**config.mk**
```make
export PLATFORM = sky130hd
export DESIGN_NAME = mem_bus_arbiter
export DESIGN_NICKNAME = d
export VERILOG_FILES = /design/src/rtl/mem_bus_arbiter.sv
export SDC_FILE = /design/constraint.sdc
export NUM_CORES = 1
export LEC_CHECK = 0
export ABC_AREA = 1
export BUFFER_PORTS_ARGS = -buffer_cell sky130_fd_sc_hd__buf_2
export CORE_ASPECT_RATIO = 0.75
export CORE_MARGIN = 3
export CORE_UTILIZATION = 30
export CTS_CLUSTER_SIZE = 10
export DETAILED_ROUTE_END_ITERATION = 12
export PLACE_DENSITY_LB_ADDON = 0.1
export SETUP_SLACK_MARGIN = 0.15
export SYNTH_ARGS = -nofsm -noshare
export SYNTH_HDL_FRONTEND = slang
export SYNTH_SLANG_ARGS = --single-unit
```
**constraint.sdc**
```tcl
create_clock -name clk -period 1.6 [get_ports clk]
set_clock_uncertainty 0.05 [all_clocks]
set_input_delay 0.32 -clock clk [delete_from_list [all_inputs] [get_ports clk]]
set_output_delay 0.32 -clock clk [all_outputs]
set_load 0.02 [all_outputs]
```
**src/rtl/mem_bus_arbiter.sv**
```systemverilog
// Two-master arbiter in front of a single synchronous RAM port.
// One transaction at a time; ties go to the master not granted most recently.
module mem_bus_arbiter #(
    parameter int RAM_LAT = 1
) (
    input  logic        clk,
    input  logic        rst,
    input  logic        m0_req,
    input  logic        m0_we,
    input  logic [31:0] m0_addr,
    input  logic [3:0]  m0_sel,
    input  logic [31:0] m0_wdata,
    output logic        m0_ack,
    output logic [31:0] m0_rdata,
    input  logic        m1_req,
    input  logic        m1_we,
    input  logic [31:0] m1_addr,
    input  logic [3:0]  m1_sel,
    input  logic [31:0] m1_wdata,
    output logic        m1_ack,
    output logic [31:0] m1_rdata,
    output logic        stall_o,
    output logic        ram_ce,
    output logic        ram_we,
    output logic [31:0] ram_addr,
    output logic [3:0]  ram_sel,
    output logic [31:0] ram_wdata,
    input  logic [31:0] ram_rdata
);

    typedef enum logic [1:0] {IDLE, ACCESS, WAIT, RESP} state_t;

    localparam logic [2:0] WAIT_LAST = 3'(RAM_LAT - 1);

    state_t      state, state_nx;
    logic [2:0]  cnt;
    logic        grant, grant_nx;   // 0 = m0, 1 = m1
    logic        last_grant;
    logic        grant_en;
    logic        sel_we;
    logic [31:0] sel_addr, sel_wdata;
    logic [3:0]  sel_sel;
    logic        wait_done;

    assign wait_done = (cnt == WAIT_LAST);

    always_comb begin
        state_nx = state;
        grant_en = 1'b0;
        grant_nx = grant;
        case (state)
            IDLE: begin
                if (m0_req || m1_req) begin
                    grant_en = 1'b1;
                    grant_nx = (m0_req && m1_req) ? ~last_grant : m1_req;
                    state_nx = ACCESS;
                end
            end
            ACCESS:  state_nx = ram_we ? RESP : WAIT;
            WAIT:    if (wait_done) state_nx = RESP;
            RESP:    state_nx = IDLE;
            default: state_nx = IDLE;
        endcase
    end

    always_comb begin
        sel_we    = grant_nx ? m1_we    : m0_we;
        sel_addr  = grant_nx ? m1_addr  : m0_addr;
        sel_sel   = grant_nx ? m1_sel   : m0_sel;
        sel_wdata = grant_nx ? m1_wdata : m0_wdata;
    end

    always_ff @(posedge clk) begin
        if (rst) state <= IDLE;
        else     state <= state_nx;
    end

    // Request fields are captured only at grant; later changes on m*_ are ignored.
    always_ff @(posedge clk) begin
        if (rst) begin
            grant      <= 1'b0;
            last_grant <= 1'b1;
            cnt        <= '0;
            ram_ce     <= 1'b0;
            ram_we     <= 1'b0;
            ram_addr   <= '0;
            ram_sel    <= '0;
            ram_wdata  <= '0;
            m0_rdata   <= '0;
            m1_rdata   <= '0;
        end else begin
            ram_ce <= 1'b0;
            ram_we <= 1'b0;
            if (grant_en) begin
                grant      <= grant_nx;
                last_grant <= grant_nx;
                ram_ce     <= 1'b1;
                ram_we     <= sel_we;
                ram_addr   <= sel_addr;
                ram_sel    <= sel_sel;
                ram_wdata  <= sel_wdata;
            end
            if (state == ACCESS)    cnt <= '0;
            else if (state == WAIT) cnt <= cnt + 3'd1;
            if (state == WAIT && wait_done) begin
                if (grant) m1_rdata <= ram_rdata;
                else       m0_rdata <= ram_rdata;
            end
        end
    end

    assign m0_ack  = (state == RESP) && !grant;
    assign m1_ack  = (state == RESP) &&  grant;
    assign stall_o = m0_req && !m0_ack;

endmodule
```
# [Word-level counts from Yosys, hierarchy flattened]
# Cells that the tools add are included.
# W data, S select, Z words.
[op_classes] addsub=1 eq_ne=5 muxes=14 bitwise=3 reduce_logical=15
[op_table] operator="$mux W32" count=2
[op_table] operator="$mux W1" count=8
[op_table] operator="$pmux W2 S4" count=1
[op_table] operator="$reduce_and A2 Y1" count=3
[op_table] operator="$logic_and A1 B1 Y1" count=5
[op_table] operator="$eq A2 B2 Y1 const B" count=2
[op_table] operator="$mux W2" count=2
[op_table] operator="$mux W4" count=1
[op_table] operator="$ne A2 B2 Y1 const B" count=2
[op_table] operator="$reduce_or A2 Y1" count=2
[op_table] operator="$add A3 B1 Y3 const B" count=1
[op_table] operator="$logic_not A3 Y1" count=1
[op_table] operator="$not A1 Y1" count=3
[op_table] operator="$eq A2 B1 Y1 const B" count=1
[op_table] operator="$logic_not A1 Y1" count=2
[op_table] operator="$logic_not A2 Y1" count=1
[op_table] operator="$logic_or A1 B1 Y1" count=1
[totals] register_bits=141 input_bits=174 output_inout_bits=137 elab_cells=49

# [Logic depth before layout (Yosys ltp)]
# Gate-level depths: netlist (run 1).
[depth] ltp_word=5 ltp_mapped=9 mapped_depth_nobuf=8

# [Worst setup path before layout (run 1)]
# No wires, ideal clock.
[synth_timing] path_kind="register -> register" from="register state[0]" to="register last_grant" setup_time_ps=121 arrival_ps=1316 required_ps=1429 path_slack_ps=113 stages_incl_launch_ff=9 path_buffers=2 period_less_slack_ps=1487 cell_sequence="dfxtp_1 -> inv_1 -> ha_1 -> o21ai_2 -> inv_2 -> buf_4 -> buf_2 -> o21ai_0 -> nand2_1"
[synth_via] elab_chain_len=2 word_cells_on_any_way=3 classes_between="2 x mux; 1 x reduce/logical"
[synth_lines] element="start: declaration" line="35" text="state_t state, state_nx;"
[synth_lines] element="start signal: assignment" line="75" text="else state <= state_nx;"
[synth_lines] element="$logic_not A2 Y1 (*)" line="51" text="case (state)"
[synth_lines] element="$mux W1" line="51"
[synth_lines] element="end signal: assignment" line="96" text="last_grant <= grant_nx;"
[synth_lines] element="end: declaration" line="38" text="logic last_grant;"
# Every way passes the cells marked *; elsewhere a longest branch is shown, timed or not.
# A chain may end at the register's enable or synchronous reset.

# [Worst setup path in the final report (run 1)]
[layout_timing] from="register state[0]" to="output stall_o"
[layout_via] elab_chain_len=4
[layout_lines] element="$eq A2 B2 Y1" line="112" text="assign m0_ack = (state == RESP) && !grant;"
[layout_lines] element="$logic_and A1 B1 Y1" line="112"
[layout_lines] element="$logic_not A1 Y1" line="114" text="assign stall_o = m0_req && !m0_ack;"
[layout_lines] element="$logic_and A1 B1 Y1" line="114"
[layout_lines] element="end: declaration" line="22" text="output logic stall_o,"
# No other way between the ends.

==> results of run 1 <==
power breakdown:
group | total (uW) | switching, uW | internal, uW
Clock | 3780 | 1740 | 2040
Combinational | 8960 | 5280 | 3680
Sequential | 5270 | 569 | 4700
Total | 18000 | 7590 | 10400
Yosys cell counts:
library cell	n
sky130_fd_sc_hd__a211oi_1	1
sky130_fd_sc_hd__a21oi_1	105
sky130_fd_sc_hd__buf_1	2
sky130_fd_sc_hd__buf_2	18
sky130_fd_sc_hd__buf_4	5
sky130_fd_sc_hd__clkbuf_1	30
sky130_fd_sc_hd__dfxtp_1	141
sky130_fd_sc_hd__ha_1	7
sky130_fd_sc_hd__inv_1	181
sky130_fd_sc_hd__inv_2	3
sky130_fd_sc_hd__nand2_1	214
sky130_fd_sc_hd__nand2_2	1
sky130_fd_sc_hd__nand3_1	4
sky130_fd_sc_hd__nand3_2	2
sky130_fd_sc_hd__nor2_1	69
sky130_fd_sc_hd__nor2_2	1
sky130_fd_sc_hd__nor3b_1	1
sky130_fd_sc_hd__o21ai_0	117
sky130_fd_sc_hd__o21ai_1	20
sky130_fd_sc_hd__o21ai_2	1
sky130_fd_sc_hd__or2_2	1
critical path, delay by kind of cell, from the launching register on:
kind,cells,cell delay (ns)
buffers and inverters,3,0.30
DFF,1,0.32
and+or+nand+nor,2,0.12
adders and majority gates,1,0.15
path summary, 6_finish.rpt:
| kind | cells past startpoint | to | slack, ns | startpoint |
|---|---|---|---|---|
| setup / recovery | 6 | stall_o | -0.07 | state[0] |
| hold / removal | 2 | state[0] | 0.1 | rst |
| setup reg to reg | 8 | ram_wdata[5] | 0.02 | state[0] |
| hold reg to reg | 2 | m1_rdata[8] | 0.39 | m1_rdata[8] |
registers in the layout, summed over array words and instances (netlist names):
name,count
ram_sel,4
ram_we,1
state,2
grant,1
ram_wdata,32
cnt,3
m1_rdata,32
last_grant,1
ram_ce,1
m0_rdata,32
ram_addr,32
cell type report:
type | count | share of cell area, %
diodes | 1 | 0.02709
clock buffers | 17 | 4.606
clock inverters | 15 | 1.409
inverters | 184 | 7.545
multi-input cells | 544 | 27.68
flip-flops and latches | 141 | 30.64
well taps | 253 | 3.427
repair buffers | 356 | 24.67
cells by family after synthesis:
logic type,after synthesis
AO/OA/AOI/OAI,244
adder cells (fa/ha/maj),7
buffers and inverters,239
flip-flops,141
AND/OR/NAND/NOR,293
per-stage QoR:
step           area [um^2]  setup slack [ns]
2_1_floorplan         6206            0.1535
3_3_place_gp          8213           0.01605
3_5_place_dp          8213         -0.008716
4_1_cts               9153          -0.09394
5_1_grt               9236           -0.1304
6_report              9236          -0.07267
metal layers:
metal	up-vias	GRT usage, %	share of wire (%)	routed length [um]
li1	3476	-	-	-
met2	180	29.15	46	9562
met1	2760	24.43	46	9615
met3	17	5.985	7.1	1484
met4	4	4.458	0.81	168
met5	-	0	0.067	14
timing repair:
action,CTS,global route
resized for setup,28,32
setup endpoints to repair,128,143
gates cloned,7,0
setup buffers,8,0
pin swaps,5,1
==> impl_summary.log, run 1 <==
[metrics] commonest cells after routing, fill and taps aside: sky130_fd_sc_hd__buf_2, sky130_fd_sc_hd__nand2_1, sky130_fd_sc_hd__inv_1, sky130_fd_sc_hd__dfxtp_1, sky130_fd_sc_hd__o21ai_0
[metrics] DRC viols: 0
[metrics] library cell contributing the largest single delay on the critical path: sky130_fd_sc_hd__dfxtp_2
[metrics] Netlist Area Pre-Place: 6205 um^2
[metrics] number of rows created at floorplan: 44
[metrics] final-layout setup total negative slack: -0.09926 ns
[metrics] final core area utilization: 46.60%
[metrics] largest buffer count on any clock path: 2
[metrics] footprint of the multi-input gates: 2556 um^2
[metrics] cell leakage power: 0.005158 uW
[metrics] number of cells produced by synthesis: 924
[metrics] register bit count reported by yosys: 141
[metrics] CP arrival: 1.30 ns
[metrics] sum of net half-perimeters after detailed placement: 14600 um
[metrics] failing checks: negative setup slack
[metrics] relative slew slack: 78.25%
[metrics] remaining global-route overflow: 0
[metrics] Initial DRT Pass Iterations: 4
[metrics] overall power of the completed layout: 18000 uW
[metrics] post-synthesis share of cell area spent on xor and xnor gates: 0%
[metrics] quantity of I/O buffers inserted on ports: 310
[metrics] detail-routed net length per standard cell: 13.80 um
[metrics] non-filler instance count after layout: 1511
[metrics] library cell with the largest summed area after synthesis: sky130_fd_sc_hd__dfxtp_1
[metrics] commonest non-fill, non-tap cell in the layout: sky130_fd_sc_hd__buf_2
[metrics] post-synthesis compound-gate area fraction: 19.78%
[metrics] final number of hold-violating endpoints: 0
[metrics] Global Route Usage Sum: 18.37%
[metrics] portion of the clock cycle consumed by the worst path in the final layout: 104.5%
[metrics] via density per instance: 4.260
[metrics] Std-Cell Core Area: 19820 um^2
[metrics] CTS tree: built
[metrics] aggregate routed wire length: 20850 um
[metrics] Synth-to-Final Area Change: 48.86%
[metrics] startpoint-to-endpoint class of the critical path: reg -> out
[metrics] insertion delay to the later sink of the worst-skew pair: 0.41 ns
[metrics] Synth Area in Adders: 1.412%
[metrics] CP Max Fanout: 2
[metrics] final-stage net count: 1425
[metrics] share of Yosys cell area claimed by the top area cell type: 45.49%
[metrics] PD cells: 1949 nW/um^2
[metrics] transition at the pin with the smallest max-transition slack: 0.3258 ns
[metrics] chip height: 130.5 um
[metrics] basic-gate share of the synthesized area counting and, or, nand and nor cells: 18.19%
[metrics] starting DRC count in detailed routing: 248
[metrics] cts bufs inserted: 17
[metrics] post-route antenna net violation count: 0
[metrics] sequential share of the synthesized area: 45.49%
[metrics] fin crit period: 1.673 ns
[metrics] net count after synthesis: 1105
[metrics] Max Transition Viols Final: 0
[metrics] Initial Utilization: 31.31%
[metrics] post-synth cell types: 21
[metrics] initial antenna violation count: 3
[metrics] number of buffers added to fix hold violations after cts: 0
[metrics] largest cells by area after synthesis: sky130_fd_sc_hd__dfxtp_1, sky130_fd_sc_hd__nand2_1, sky130_fd_sc_hd__inv_1
[metrics] max frequency: 597.8 MHz
[metrics] share of synthesized area spent on multiplexers: 0%
[metrics] fraction of layout cells with a size suffix above 1: 33.09%
[metrics] combinational family with the most area after synthesis: compound AO/OA/AOI/OAI gates
[metrics] htree depth: 4
[metrics] largest net degree at the start of global routing: 56
[metrics] wire length of the first global-routing pass: 32150 um
[metrics] Max IR drop VDD: 0.0009296 V
[metrics] Setup violations, final: 2
[metrics] Final WS setup: -0.07267 ns
[metrics] Ports: 311
[metrics] worst min-delay path category: in -> reg
[metrics] Crit. End Element: primary output
[metrics] Worst Path Required: 1.23 ns
[metrics] delay contributed by the slowest stage of the critical path: 0.32 ns
[metrics] worst slack on hold paths: 0.09639 ns
[metrics] number of violations of the max-capacitance limit: 0
[metrics] run status: complete, but fails checks
[metrics] clock edge transition at the registers on the reported setup and hold paths: 0.06 ns
[metrics] floorplan die width: 172.1 um
[metrics] register cell area after layout: 2830 um^2
[metrics] CP cell instances: buf_6, ha_4, inv_2, nor2_2, nor2_1, buf_4
[metrics] library cell used as clock root buffer: sky130_fd_sc_hd__clkbuf_16
[metrics] RSZ-0062 raised after global routing: yes
[metrics] kind of start point of the critical path: flop
[metrics] number of global-route vias before repair: 5939
[metrics] CTS sink count: 141
[metrics] Placed Cells incl. Taps: 1463
[metrics] Yosys warnings: 0
[metrics] Die Outline Area: 22460 um^2
[metrics] Post-Synthesis Mean Instance Area: 6.715 um^2
[metrics] Filler Cells Inserted: 2122
[metrics] Vias: 6437
[metrics] routability congestion estimate from global placement: 0.7997
Power figures use the tool's default switching activity.
==> run 2: changes to the inputs <==
MAX_ROUTING_LAYER = met4   (was unset)
==> run 2 against run 1 <==
Against the previous run:
- highest routed layer is now met4
- sequential power barely moved
- maximum frequency decreased by 0.12%
- via count hardly changed
- power is essentially flat
- die area is the same
- critical endpoint unchanged
- clock power about the same
- global-route usage increased by 0.54 points
- largest power group unchanged
- clock-buffer cell count did not move
- non-clock buffer count is the same
- final cell count is 0.13% higher
- wire length down 0.36%
- the run still ends with negative setup slack left
- sequential share of layout area about the same
==> impl_summary.log, run 2 (synthesis results as in run 1) <==
[metrics] Ports: 311 (unchanged)
[metrics] Max IR drop VDD: 0.0009214 V (-0.88%)
[metrics] transition at the pin with the smallest max-transition slack: 0.3254 ns (-0.0003916 ns)
[metrics] largest net degree at the start of global routing: 56 (unchanged)
[metrics] max frequency: 597.1 MHz (-0.12%)
[metrics] CTS sink count: 141 (unchanged)
[metrics] wire length of the first global-routing pass: 32040 um (-0.35%)
[metrics] startpoint-to-endpoint class of the critical path: reg -> out
[metrics] commonest cells after routing, fill and taps aside: sky130_fd_sc_hd__buf_2, sky130_fd_sc_hd__nand2_1, sky130_fd_sc_hd__inv_1, sky130_fd_sc_hd__dfxtp_1, sky130_fd_sc_hd__o21ai_0
[metrics] run status: complete, but fails checks
[metrics] clock edge transition at the registers on the reported setup and hold paths: 0.06 ns (about the same)
[metrics] final-stage net count: 1425 (unchanged)
[metrics] Synth-to-Final Area Change: 48.94% (about the same)
[metrics] area after detailed placement: 8213 um^2 (unchanged)
[metrics] chip height: 130.5 um (unchanged)
[metrics] floorplan die width: 172.1 um (unchanged)
[metrics] Crit. End Element: primary output
[metrics] htree depth: 4 (unchanged)
[metrics] DRC viols: 0 (unchanged)
[metrics] post-route cell area: 9241 um^2 (about the same)
[metrics] cts bufs inserted: 17 (unchanged)
[metrics] starting DRC count in detailed routing: 252 (+1.6%)
[metrics] Setup violations, final: 2 (unchanged)
[metrics] commonest non-fill, non-tap cell in the layout: sky130_fd_sc_hd__buf_2
[metrics] aggregate routed wire length: 20770 um (-0.36%)
[metrics] via density per instance: 4.252 (-0.18%)
[metrics] Max Transition Viols Final: 0 (unchanged)
[metrics] routability congestion estimate from global placement: 0.8112 (+1.4%)
[metrics] portion of the clock cycle consumed by the worst path in the final layout: 104.7% (+0.13 points)
[metrics] failing checks: negative setup slack
[metrics] Final WS setup: -0.07476 ns (-0.002087 ns)
[metrics] sum of net half-perimeters after detailed placement: 14600 um (unchanged)
[metrics] Initial Utilization: 31.31% (unchanged)
[metrics] fraction of layout cells with a size suffix above 1: 33.09% (unchanged)
[metrics] post-route antenna net violation count: 0 (unchanged)
[metrics] insertion delay to the later sink of the worst-skew pair: 0.41 ns (about the same)
[metrics] fin crit period: 1.675 ns (+0.002087 ns)
[metrics] CTS tree: built
[metrics] number of global-route vias before repair: 5944 (+0.084%)
[metrics] number of violations of the max-capacitance limit: 0 (unchanged)
[metrics] Initial DRT Pass Iterations: 4 (unchanged)
[metrics] Std-Cell Core Area: 19820 um^2 (unchanged)
[metrics] quantity of I/O buffers inserted on ports: 310 (unchanged)
[metrics] initial antenna violation count: 3 (unchanged)
[metrics] Global Route Usage Sum: 18.91% (+0.54 points)
[metrics] reg2reg setup slack: 0.02 ns (about the same)
[metrics] Worst Path Required: 1.23 ns (about the same)
[metrics] CP Max Fanout: 2 (unchanged)
[metrics] PD cells: 1947 nW/um^2 (-0.13%)
[metrics] final core area utilization: 46.63% (about the same)
[metrics] relative slew slack: 78.28% (about the same)
[metrics] Die Outline Area: 22460 um^2 (unchanged)
[metrics] kind of start point of the critical path: flop
[metrics] library cell used as clock root buffer: sky130_fd_sc_hd__clkbuf_16
[metrics] detail-routed net length per standard cell: 13.73 um (-0.49%)
[metrics] CP arrival: 1.30 ns (about the same)
[metrics] worst min-delay path category: in -> reg
[metrics] final number of hold-violating endpoints: 0 (unchanged)
[metrics] largest buffer count on any clock path: 2 (unchanged)
[metrics] Vias: 6434 (-0.047%)
[metrics] RSZ-0062 raised after global routing: yes
[metrics] remaining global-route overflow: 0 (unchanged)
[metrics] number of buffers added to fix hold violations after cts: 0 (unchanged)
[metrics] number of rows created at floorplan: 44 (unchanged)
[metrics] cell leakage power: 0.005158 uW (about the same)
==> run 2: per-layer routing <==
layer	vias to the layer above	global-route usage (%)	wire length [um]
met5	-	-	0
met4	0	5.021	188
met3	16	4.842	1304
met2	187	29.06	9521
met1	2755	24.93	9757
li1	3476	-	-
==> run 2: timing repair <==
action / CTS / global route
gates cloned: 7 / 0
resized for setup: 28 / 31
pin swaps: 5 / 1
setup buffers: 8 / 0
endpoints found under the setup margin: 128 / 143
==> run 2: through the flow <==
stage                      TNS [ns]  instances  hold slack, ns  worst slack, ns  total power [uW]
after floorplan                   0        924          0.3317           0.1535              9936
after global placement            0       1463          0.3800          0.01605             12820
after detailed placement  -0.008839       1463          0.3822        -0.008716             12830
after CTS                   -0.1513       1510         0.06952         -0.09394             18060
after global routing         -2.225       1513         0.08560          -0.1287             19340
final                       -0.1033       1513         0.09392         -0.07476             17990
==> run 2: worst max-delay path, cell delays in order, from the launching register on <==
cell	delay (ns)
sky130_fd_sc_hd__dfxtp_2	0.32
sky130_fd_sc_hd__buf_6	0.11
sky130_fd_sc_hd__ha_4	0.15
sky130_fd_sc_hd__inv_2	0.04
sky130_fd_sc_hd__nor2_2	0.03
sky130_fd_sc_hd__nor2_1	0.09
sky130_fd_sc_hd__buf_4	0.15
==> run 2: final cells by class <==
type,count,area [um^2]
Antenna cell,3,7.507
Clock buffer,17,425.4
Clock inverter,15,130.1
Fill cell,2123,10580
Inverter,184,696.9
Multi-Input combinational cell,544,2556
Sequential cell,141,2830
Tap cell,253,316.6
Timing Repair Buffer,356,2278
==> run 2: power breakdown <==
group          switching, uW  internal [uW]  leakage (uW)  total, uW
combinational           5270           3680       0.00373       8950
sequential               571           4700       0.00116       5270
clock                   1730           2040      0.000263       3770
total                   7580          10400       0.00516      18000
==> run 2: final timing paths <==
| path | from | end | cells after the start |
|---|---|---|---|
| worst max-delay path | state[0] | stall_o | 6 |
| worst max register to register | state[0] | ram_wdata[5] | 8 |
| worst min register to register | m1_rdata[8] | m1_rdata[8] | 2 |
| worst min-delay path | rst | state[0] | 2 |
